## config.mk

```make
export PLATFORM = sky130hd
export DESIGN_NAME = mmio_aic
export DESIGN_NICKNAME = d
export VERILOG_FILES = /design/src/rtl/mmio_pkg.sv /design/src/rtl/aic_prio_enc.sv /design/src/rtl/mmio_aic.sv
export SDC_FILE = /design/constraint.sdc
export NUM_CORES = 2
export LEC_CHECK = 0
export ABC_AREA = 1
export ABC_CLOCK_PERIOD_IN_PS = 7100
export BUFFER_PORTS_ARGS = -buffer_cell sky130_fd_sc_hd__buf_2
export CORE_AREA = 2 2 388 294
export CTS_CLUSTER_SIZE = 10
export DETAILED_ROUTE_END_ITERATION = 7
export DIE_AREA = 0 0 390 296
export PLACE_DENSITY_LB_ADDON = 0.08
export SETUP_SLACK_MARGIN = 0.4
export SYNTH_ARGS = -nofsm -noshare
export SYNTH_HDL_FRONTEND = slang
export SYNTH_SLANG_ARGS = --single-unit
```

## constraint.sdc

```tcl
create_clock -name clk -period 7.1 [get_ports clk]
set_input_delay 0.71 -clock clk [delete_from_list [all_inputs] [get_ports clk]]
set_output_delay 0.71 -clock clk [all_outputs]
set_load 0.05 [all_outputs]
```

## src/rtl/mmio_pkg.sv

```systemverilog
// Shared constants for the AIC MMIO front end: register byte offsets, FSM states and window sizing.
package mmio_pkg;

    localparam logic [31:0] OFF_BASE    = 32'h00;
    localparam logic [31:0] OFF_ENABLE  = 32'h04;
    localparam logic [31:0] OFF_PENDING = 32'h08;
    localparam logic [31:0] OFF_MODE    = 32'h0C;
    localparam logic [31:0] OFF_HANDLER = 32'h10;

    typedef enum logic [1:0] {
        ST_IDLE,
        ST_REQ,
        ST_SERVICE
    } aic_state_t;

    // Window length in bytes: four control words plus one handler word per line.
    function automatic logic [32:0] win_bytes(input int n_irq);
        return 33'(4 * (4 + n_irq));
    endfunction

endpackage

```

## src/rtl/aic_prio_enc.sv

```systemverilog
// Lowest-index-wins priority encoder for the interrupt request vector.
module aic_prio_enc #(
    parameter int N = 24
) (
    input  logic [N-1:0] i_req,
    output logic [4:0]   o_idx,
    output logic         o_any
);

    always_comb begin
        o_idx = '0;
        for (int i = N - 1; i >= 0; i--) begin
            if (i_req[i]) o_idx = 5'(i);
        end
    end

    assign o_any = |i_req;

endmodule

```

## src/rtl/mmio_aic.sv

```systemverilog
// MMIO front end: relocatable interrupt-controller register window, everything else forwarded to SRAM.
module mmio_aic
    import mmio_pkg::*;
#(
    parameter int          N_IRQ      = 24,
    parameter int          NMI_COUNT  = 2,
    parameter logic [31:0] RESET_BASE = 32'hFFFF_FF00
) (
    input  logic             clk,
    input  logic             reset,
    input  logic             valid,
    output logic             ready,
    input  logic [31:0]      addr,
    input  logic             rw,
    input  logic [31:0]      dtw,
    output logic [31:0]      dtr,
    output logic             sval,
    input  logic             srdy,
    output logic             srw,
    output logic [31:0]      saddr,
    output logic [31:0]      sdtw,
    input  logic [31:0]      sdtr,
    input  logic [N_IRQ-1:0] interrupts,
    input  logic             iack,
    input  logic             eoi,
    output logic             intrq,
    output logic             nmi,
    output logic [4:0]       vec,
    output logic [31:0]      handler,
    output logic             busy
);

    logic [31:0]      r_base;
    logic [N_IRQ-1:0] r_enable;
    logic [N_IRQ-1:0] r_mode;
    logic [N_IRQ-1:0] r_pend;
    logic [N_IRQ-1:0] r_prev;
    logic [31:0]      r_handler [N_IRQ];
    aic_state_t       r_state;
    logic             r_wrdy;
    logic             r_intrq;
    logic             r_nmi;
    logic             r_busy;
    logic [4:0]       r_vec;

    logic [32:0]      w_lo, w_hi, w_a;
    logic             w_hit, w_wr;
    logic [31:0]      w_off, w_word, w_rd;
    logic             w_sel_base, w_sel_en, w_sel_pend, w_sel_mode;
    logic [N_IRQ-1:0] w_sel_h;
    logic [N_IRQ-1:0] w_nmi_mask, w_pend_live, w_req, w_set, w_clr, w_mode_nx;
    logic [4:0]       w_pidx;
    logic             w_pany, w_req_vec;

    // 33-bit compare so a window near the top of the address space never wraps.
    assign w_a   = {1'b0, addr};
    assign w_lo  = {1'b0, r_base};
    assign w_hi  = w_lo + win_bytes(N_IRQ);
    assign w_hit = (w_a >= w_lo) && (w_a < w_hi);
    assign w_off  = addr - r_base;
    assign w_word = w_off >> 2;
    assign w_wr   = valid & w_hit & rw & ~r_wrdy;

    assign w_sel_base = (w_word == (OFF_BASE >> 2));
    assign w_sel_en   = (w_word == (OFF_ENABLE >> 2));
    assign w_sel_pend = (w_word == (OFF_PENDING >> 2));
    assign w_sel_mode = (w_word == (OFF_MODE >> 2));

    always_comb begin
        w_sel_h    = '0;
        w_nmi_mask = '0;
        for (int i = 0; i < N_IRQ; i++) begin
            w_sel_h[i]    = (w_word == (OFF_HANDLER >> 2) + 32'(i));
            w_nmi_mask[i] = (i < NMI_COUNT);
        end
    end

    // Edge lines report the latched bit, level lines report the live input.
    assign w_pend_live = (r_pend & r_mode) | (interrupts & ~r_mode);
    assign w_req       = w_pend_live & (r_enable | w_nmi_mask);
    assign w_set       = r_mode & interrupts & ~r_prev;
    assign w_mode_nx   = (w_wr && w_sel_mode) ? dtw[N_IRQ-1:0] : r_mode;

    aic_prio_enc #(.N(N_IRQ)) u_prio (
        .i_req (w_req),
        .o_idx (w_pidx),
        .o_any (w_pany)
    );

    always_comb begin
        w_req_vec = 1'b0;
        w_clr     = (w_wr && w_sel_pend) ? dtw[N_IRQ-1:0] : '0;
        handler   = '0;
        for (int i = 0; i < N_IRQ; i++) begin
            if (r_vec == 5'(i)) begin
                w_req_vec = w_req[i];
                handler   = r_handler[i];
                if (r_state == ST_REQ && iack) w_clr[i] = 1'b1;
            end
        end
    end

    always_comb begin
        w_rd = '0;
        if (w_sel_base)      w_rd = r_base;
        else if (w_sel_en)   w_rd[N_IRQ-1:0] = r_enable;
        else if (w_sel_pend) w_rd[N_IRQ-1:0] = w_pend_live;
        else if (w_sel_mode) w_rd[N_IRQ-1:0] = r_mode;
        for (int i = 0; i < N_IRQ; i++) begin
            if (w_sel_h[i]) w_rd = r_handler[i];
        end
    end

    // The write-acknowledge cycle belongs to the AIC even if a BASE write just moved the window.
    assign ready = r_wrdy | (w_hit ? (valid & ~rw) : srdy);
    assign sval  = valid & ~w_hit & ~r_wrdy;
    assign dtr   = w_hit ? w_rd : sdtr;
    assign srw   = rw;
    assign saddr = addr;
    assign sdtw  = dtw;

    assign intrq = r_intrq;
    assign nmi   = r_nmi;
    assign vec   = r_vec;
    assign busy  = r_busy;

    always_ff @(posedge clk or negedge reset) begin
        if (!reset) begin
            r_base   <= RESET_BASE & 32'hFFFF_FFFC;
            r_enable <= '0;
            r_mode   <= '0;
            r_pend   <= '0;
            r_prev   <= '0;
            for (int i = 0; i < N_IRQ; i++) r_handler[i] <= '0;
            r_state  <= ST_IDLE;
            r_wrdy   <= 1'b0;
            r_intrq  <= 1'b0;
            r_nmi    <= 1'b0;
            r_busy   <= 1'b0;
            r_vec    <= '0;
        end else begin
            r_wrdy <= w_wr;
            r_prev <= interrupts;
            r_mode <= w_mode_nx;
            // Set beats clear; level lines never keep a latched bit.
            r_pend <= ((r_pend & ~w_clr) | w_set) & w_mode_nx;
            if (w_wr && w_sel_base) r_base   <= {dtw[31:2], 2'b00};
            if (w_wr && w_sel_en)   r_enable <= dtw[N_IRQ-1:0];
            for (int i = 0; i < N_IRQ; i++) begin
                if (w_wr && w_sel_h[i]) r_handler[i] <= dtw;
            end
            case (r_state)
                ST_IDLE: begin
                    if (w_pany) begin
                        r_state <= ST_REQ;
                        r_intrq <= 1'b1;
                        r_vec   <= w_pidx;
                        r_nmi   <= (w_pidx < 5'(NMI_COUNT));
                    end
                end
                ST_REQ: begin
                    if (iack) begin
                        r_state <= ST_SERVICE;
                        r_intrq <= 1'b0;
                        r_busy  <= 1'b1;
                    end else if (!w_req_vec) begin
                        r_state <= ST_IDLE;
                        r_intrq <= 1'b0;
                    end
                end
                ST_SERVICE: begin
                    if (eoi) begin
                        r_state <= ST_IDLE;
                        r_busy  <= 1'b0;
                    end
                end
                default: r_state <= ST_IDLE;
            endcase
        end
    end

endmodule

```

; After elaboration in Yosys (flattened, before gate mapping)
; Cells that the tools add are included.
; Widths: inputs -> output; s select.
[word_totals]
reg_bits = 905
inputBits = 127
output_inout_bits = 139
word_cells = 323
[classes]
addsub = 2
magnitude_cmp = 3
n_eq_ne = 56
mux = 165
bitwise = 22
n_reduce_logical = 40
[op_table]
columns = operator, n
row1 = $mux 32, 49
row2 = $eq 30x5->1 const B, 12
row3 = $eq 30x4->1 const B, 8
row4 = $and 24x24->24, 7
row5 = $mux 24, 6
row6 = $eq 30x3->1 const B, 4
row7 = $mux 5, 24
row8 = $mux 1, 78
row9 = $not 24->24, 3
row10 = $eq 30x2->1 const B, 2
row11 = $or 24x24->24, 2
row12 = $eq 5x4->1 const B, 8
row13 = $eq 5x5->1 const B, 8
row14 = $add 32x7->33 const B, 1
row15 = $lt 32x33->1, 1
row16 = $ge 32x32->1, 1
row17 = $logic_not 32->1, 1
row18 = $sub 32x32->32, 1
row19 = $eq 30x1->1 const B, 1
row20 = $logic_and 1x1->1, 30
row21 = $reduce_or 24->1, 1
row22 = $eq 5x3->1 const B, 4
row23 = $eq 5x2->1 const B, 2
row24 = $reduce_and 3->1, 3
row25 = 18 further kinds, 31

; Depth between registers and ports, before layout
[logic_depth]
word_depth = 31
mapped_depth = 37
mapped_depth_nobuf = 35

; Hierarchy
; Synthesis repeated with hierarchy kept, for this count alone.
[hier_totals]
cells_unflattened = 6957
area_unflattened_um2 = 50223.2
[by_module_without_submodules]
columns = mod, instances, cells_per_inst, area_per_inst_um2, seq_area_each_um2
row1 = mmio_aic, 1, 6878, 49900.4, 22676.7
row2 = aic_prio_enc, 1, 79, 322.8, 0.0

; Worst setup path before layout
; OpenSTA, ideal clock, no wires.
[synth_timing]
path_kind = reg2out
from = register r_base[4]
to = output dtr[10]
arrival_time_ps = 4445
required_ps = 6390
slack_ps = 1945
stages_incl_launch_ff = 29
path_buffers = 1
cell_sequence = dfrtp_1 inv_1 ha_1 a21oi_1 nand2_1 nor2_1 inv_1 nor3_1 inv_1 nor3_1 nand3_1 nor2_1 nand4_1 nor2_1 nand2_1 nor2_1 inv_1 o31ai_1 o31ai_1 ha_1 inv_1 nor2_1 a31oi_1 nand3_1 a21oi_1 clkinv_1 clkbuf_1 nand2_1 nand2_1
[synth_between]
elab_chain_len = 31
[synth_rtl]
columns = element, line
row1 = "start, declared", mmio_aic.sv:33  ; logic [31:0] r_base;
row2 = "start signal, assigned", mmio_aic.sv:129  ; r_base <= RESET_BASE & 32'hFFFF_FFFC;
row3 = "start signal, assigned", mmio_aic.sv:147  ; if (w_wr && w_sel_base) r_base <= {dtw[31:2], 2'b00};
row4 = $sub 32x32->32, mmio_aic.sv:60  ; assign w_off = addr - r_base;
row5 = $eq 30x2->1, mmio_aic.sv:67  ; assign w_sel_mode = (w_word == (OFF_MODE >> 2));
row6 = $mux 24, mmio_aic.sv:108  ; else if (w_sel_mode) w_rd[N_IRQ-1:0] = r_mode;
row7 = $mux 24, mmio_aic.sv:107  ; else if (w_sel_pend) w_rd[N_IRQ-1:0] = w_pend_live;
row8 = $mux 24, mmio_aic.sv:106  ; else if (w_sel_en) w_rd[N_IRQ-1:0] = r_enable;
row9 = $mux 24, mmio_aic.sv:105  ; if (w_sel_base) w_rd = r_base;
row10 = $mux 32 (24 in series), mmio_aic.sv:110  ; if (w_sel_h[i]) w_rd = r_handler[i];
row11 = $mux 32 (*), mmio_aic.sv:117  ; assign dtr = w_hit ? w_rd : sdtr;
row12 = "end, declared", mmio_aic.sv:16  ; output logic [31:0] dtr,
; Every way passes the cells marked *; elsewhere a longest branch is shown, timed or not.

; Worst setup path after layout
[layout_timing]
from = register r_base[20]
to = output dtr[3]
; Same word-level chain as after synthesis.

==> results.toml <==
[run_status]
status = "finished clean"

[power]
p_per_area_mw_per_mm2 = 194
power_mw = 11.2
leakagePower_nw = 25.5
irDropWorstVdd_uv = 180

[clock_network]
cts_tree = "built"
numCtsBuffers = 104
cts_hold_buffers = 0
htree_levels = 3
path_clk_slew_ps = 60
clockRootBuffer = "clkbuf_16"
insertion_delay_ps = 740
cts.sinks = 905
cts_buffer_depth = 3

[grt]
grt_max_degree = 157
grt.overflow.total = 0
grt.total_usage = 0.359
first_global_vias = 44826
grt_antenna_before_repair = 9
grt_pass1_wl_um = 308000

[finish]
layout.cells.non_filler = 8578
fin_nets = 7234
post-route-util = 0.518
drive_gt1_frac = 0.142
area_growth_pct = 16.5
fillers = 10989

[route]
vias = 49783
postRouteAntennaNets = 0
wl_per_cell_um = 24.7
first_pass_iters = 6
via_per_inst = 5.80
drt_wl_total_um = 212000
drt_iter0_markers = 6966
drc = 0

[synthesis]
synth_area_leaders = "dfrtp_1 44%, nand2_1 18%, o21ai_0 8.8%"
netlist_instances = 6876
postSynthAreaPerCell_um2 = 7.25
netlist.area_leader.share = 0.442
synth_edf_count = 0
yosysWarnings = 0
synth-main-ff-cell = "dfrtp_1"
netlist_area_mm2 = 0.0498
seq_area_frac_synth = 0.455
syn_nets = 7063
ys_ff_latch = 905
async_flop_share = 1.00
ys_types = 59
yosys.area.top_type = "dfrtp_1"

[die]
core_area_mm2 = 0.112
rows = 107
die_area_mm2 = 0.115
fp.dieH_um = 296
die_w_um = 390
ioPinCount = 266
start_util = 0.444

[timing]
fin_setup_tns_ps = 0
timing.fmax_mhz = 148
rsz0062_at_grt = "true"
skew_ps = 58.9
max_slew_margin = 0.175
hold_ws_ps = 16.8
setup_violations = 0
final_hold_viol_count = 0
worst_slew_pin_slew_ps = 1240
maxSlewViolCount = 0
fin_crit_sh = 0.951
period_minus_slack_ps = 6750

[place]
dp.cells = 8330
portBuffers = 265
hpwl_um = 141000
routabilityCongestion = 0.964

[setup_path]
critPathMaxStageDelay_ps = 580
crit_path_top_delay_cell = "dfstp_2"
critical_path_arrival_ps = 6040
end_kind = "primary output"
start_kind = "flop"
path_class = "reg -> out"
crit_required_ps = 6390
worstPathMaxFanout = 22
path_common_cell = "nand4_1"

[run]
maxCapViolCount = 0

[hold_path]
hp-class = "in -> async"
==> final timing paths <==
path	from	endpoint	slack [ps]	cells after the start
max	r_base[20]	dtr[3]	350	32
min in group clk	interrupts[23]	r_prev[23]	110	1
min	reset	r_prev[11]	20	1
max reg2reg	r_base[5]	r_pend[18]	940	32
min reg2reg	busy	busy	470	2
max in group asynchronous	reset	r_handler[462]	5450	2
==> power by group <==
part,total (mW),internal [mW],switching (mW)
Sequential,5.20,5.18,0.0164
Combinational,1.02,0.225,0.791
Clock,5.03,2.77,2.26
Total,11.2,8.17,3.07
==> cell usage in the layout, fill, tap and decap left out, drive strengths merged, types with 24 or more instances in the layout <==
cell type  instances
a21boi            25
a21oi             83
buf              526
clkbuf           163
dfrtp            881
dfstp             24
ha                59
inv              457
nand2           2437
nand3            112
nand3b            28
nand4            448
nor2             650
nor3              34
o21ai            951
o221ai            25
xor2              25
==> sequential cells by signal, summed over array words and instances (netlist names) <==
name,cells
r_handler,768
vec,5
r_mode,24
busy,1
intrq,1
r_base,30
r_pend,24
nmi,1
r_prev,24
r_enable,24
r_wrdy,1
r_state,2
==> cell families (layout without fill, tap and decap cells) <==
| family | count (synthesis) | after routing | share of synthesized area |
|---|---|---|---|
| AND/OR/NAND/NOR | 3756 | 3757 | 0.318 |
| flip-flops | 905 | 905 | 0.455 |
| multiplexers | 21 | 21 | 0.00439 |
| XOR/XNOR | 26 | 26 | 0.00457 |
| other | 0 | 6 | 0 |
| AO/OA/AOI/OAI | 1158 | 1158 | 0.124 |
| adder cells (fa/ha/maj) | 60 | 60 | 0.0152 |
| buffers and inverters | 950 | 1174 | 0.0793 |
==> metrics by stage <==
stage,setup WS (ps),cell area [um2]
finish,350,58100
global route,173,58100
CTS,403,56700
detailed placement,443,52800
global placement,413,52800
floorplan,1950,49800
==> metal layers <==
metal  vias to the layer above  GRT usage  routed length [um]
met3                       356     0.0869               25800
met5                         -          0                   0
met4                         0      0.102                7180
li1                      22784          -                   -
met1                     23944      0.551               95700
met2                      2699      0.496               83500
==> synthesized netlist by cell type, drive strengths merged, types with 4 or more instances <==
library cell and count:
clkbuf 370, and2 6, o21bai 4, o2111ai 17
clkinv 11, nand3b 28, buf 106, a31oi 4
xor2 25, nand3 112, ha 59, inv 463
mux2i 14, and3 14, o21ai 951, o31ai 5
dfstp 24, nor3 34, dfrtp 881, a21boi 25
nor2 650, a21oi 83, mux2 7, o221ai 25
nand2 2437, nand4 448, a221oi 7, o22ai 16
nor4 22, o211ai 8
==> timing repair <==
item | CTS | global route
gates resized for setup | 123 | 233
pin swaps | 39 | 147
cloned | 7 | 9
setup buffers | 16 | 50
endpoints found under the setup margin | 34 | 196
==> critical path: cells and delay by family, from the launching register on <==
| kind | cells | cell delay (ps) |
|---|---|---|
| fa+ha+maj | 1 | 360 |
| buf+inv | 5 | 740 |
| flops | 1 | 580 |
| simple gates | 26 | 3580 |
==> area by class of cell <==
type                       instances  area [um2]  share of cell area
multi-input combinational       5022       24400               0.420
clock buffer                     149        2820              0.0486
sequential                       905       22700               0.391
antenna                            6        15.0            0.000259
tap                             1471        1840              0.0317
timing repair buffer             540        4280              0.0738
inverter                         474        1840              0.0316
clock inverter                    11         175             0.00302
(Power assumes the default switching activity.)
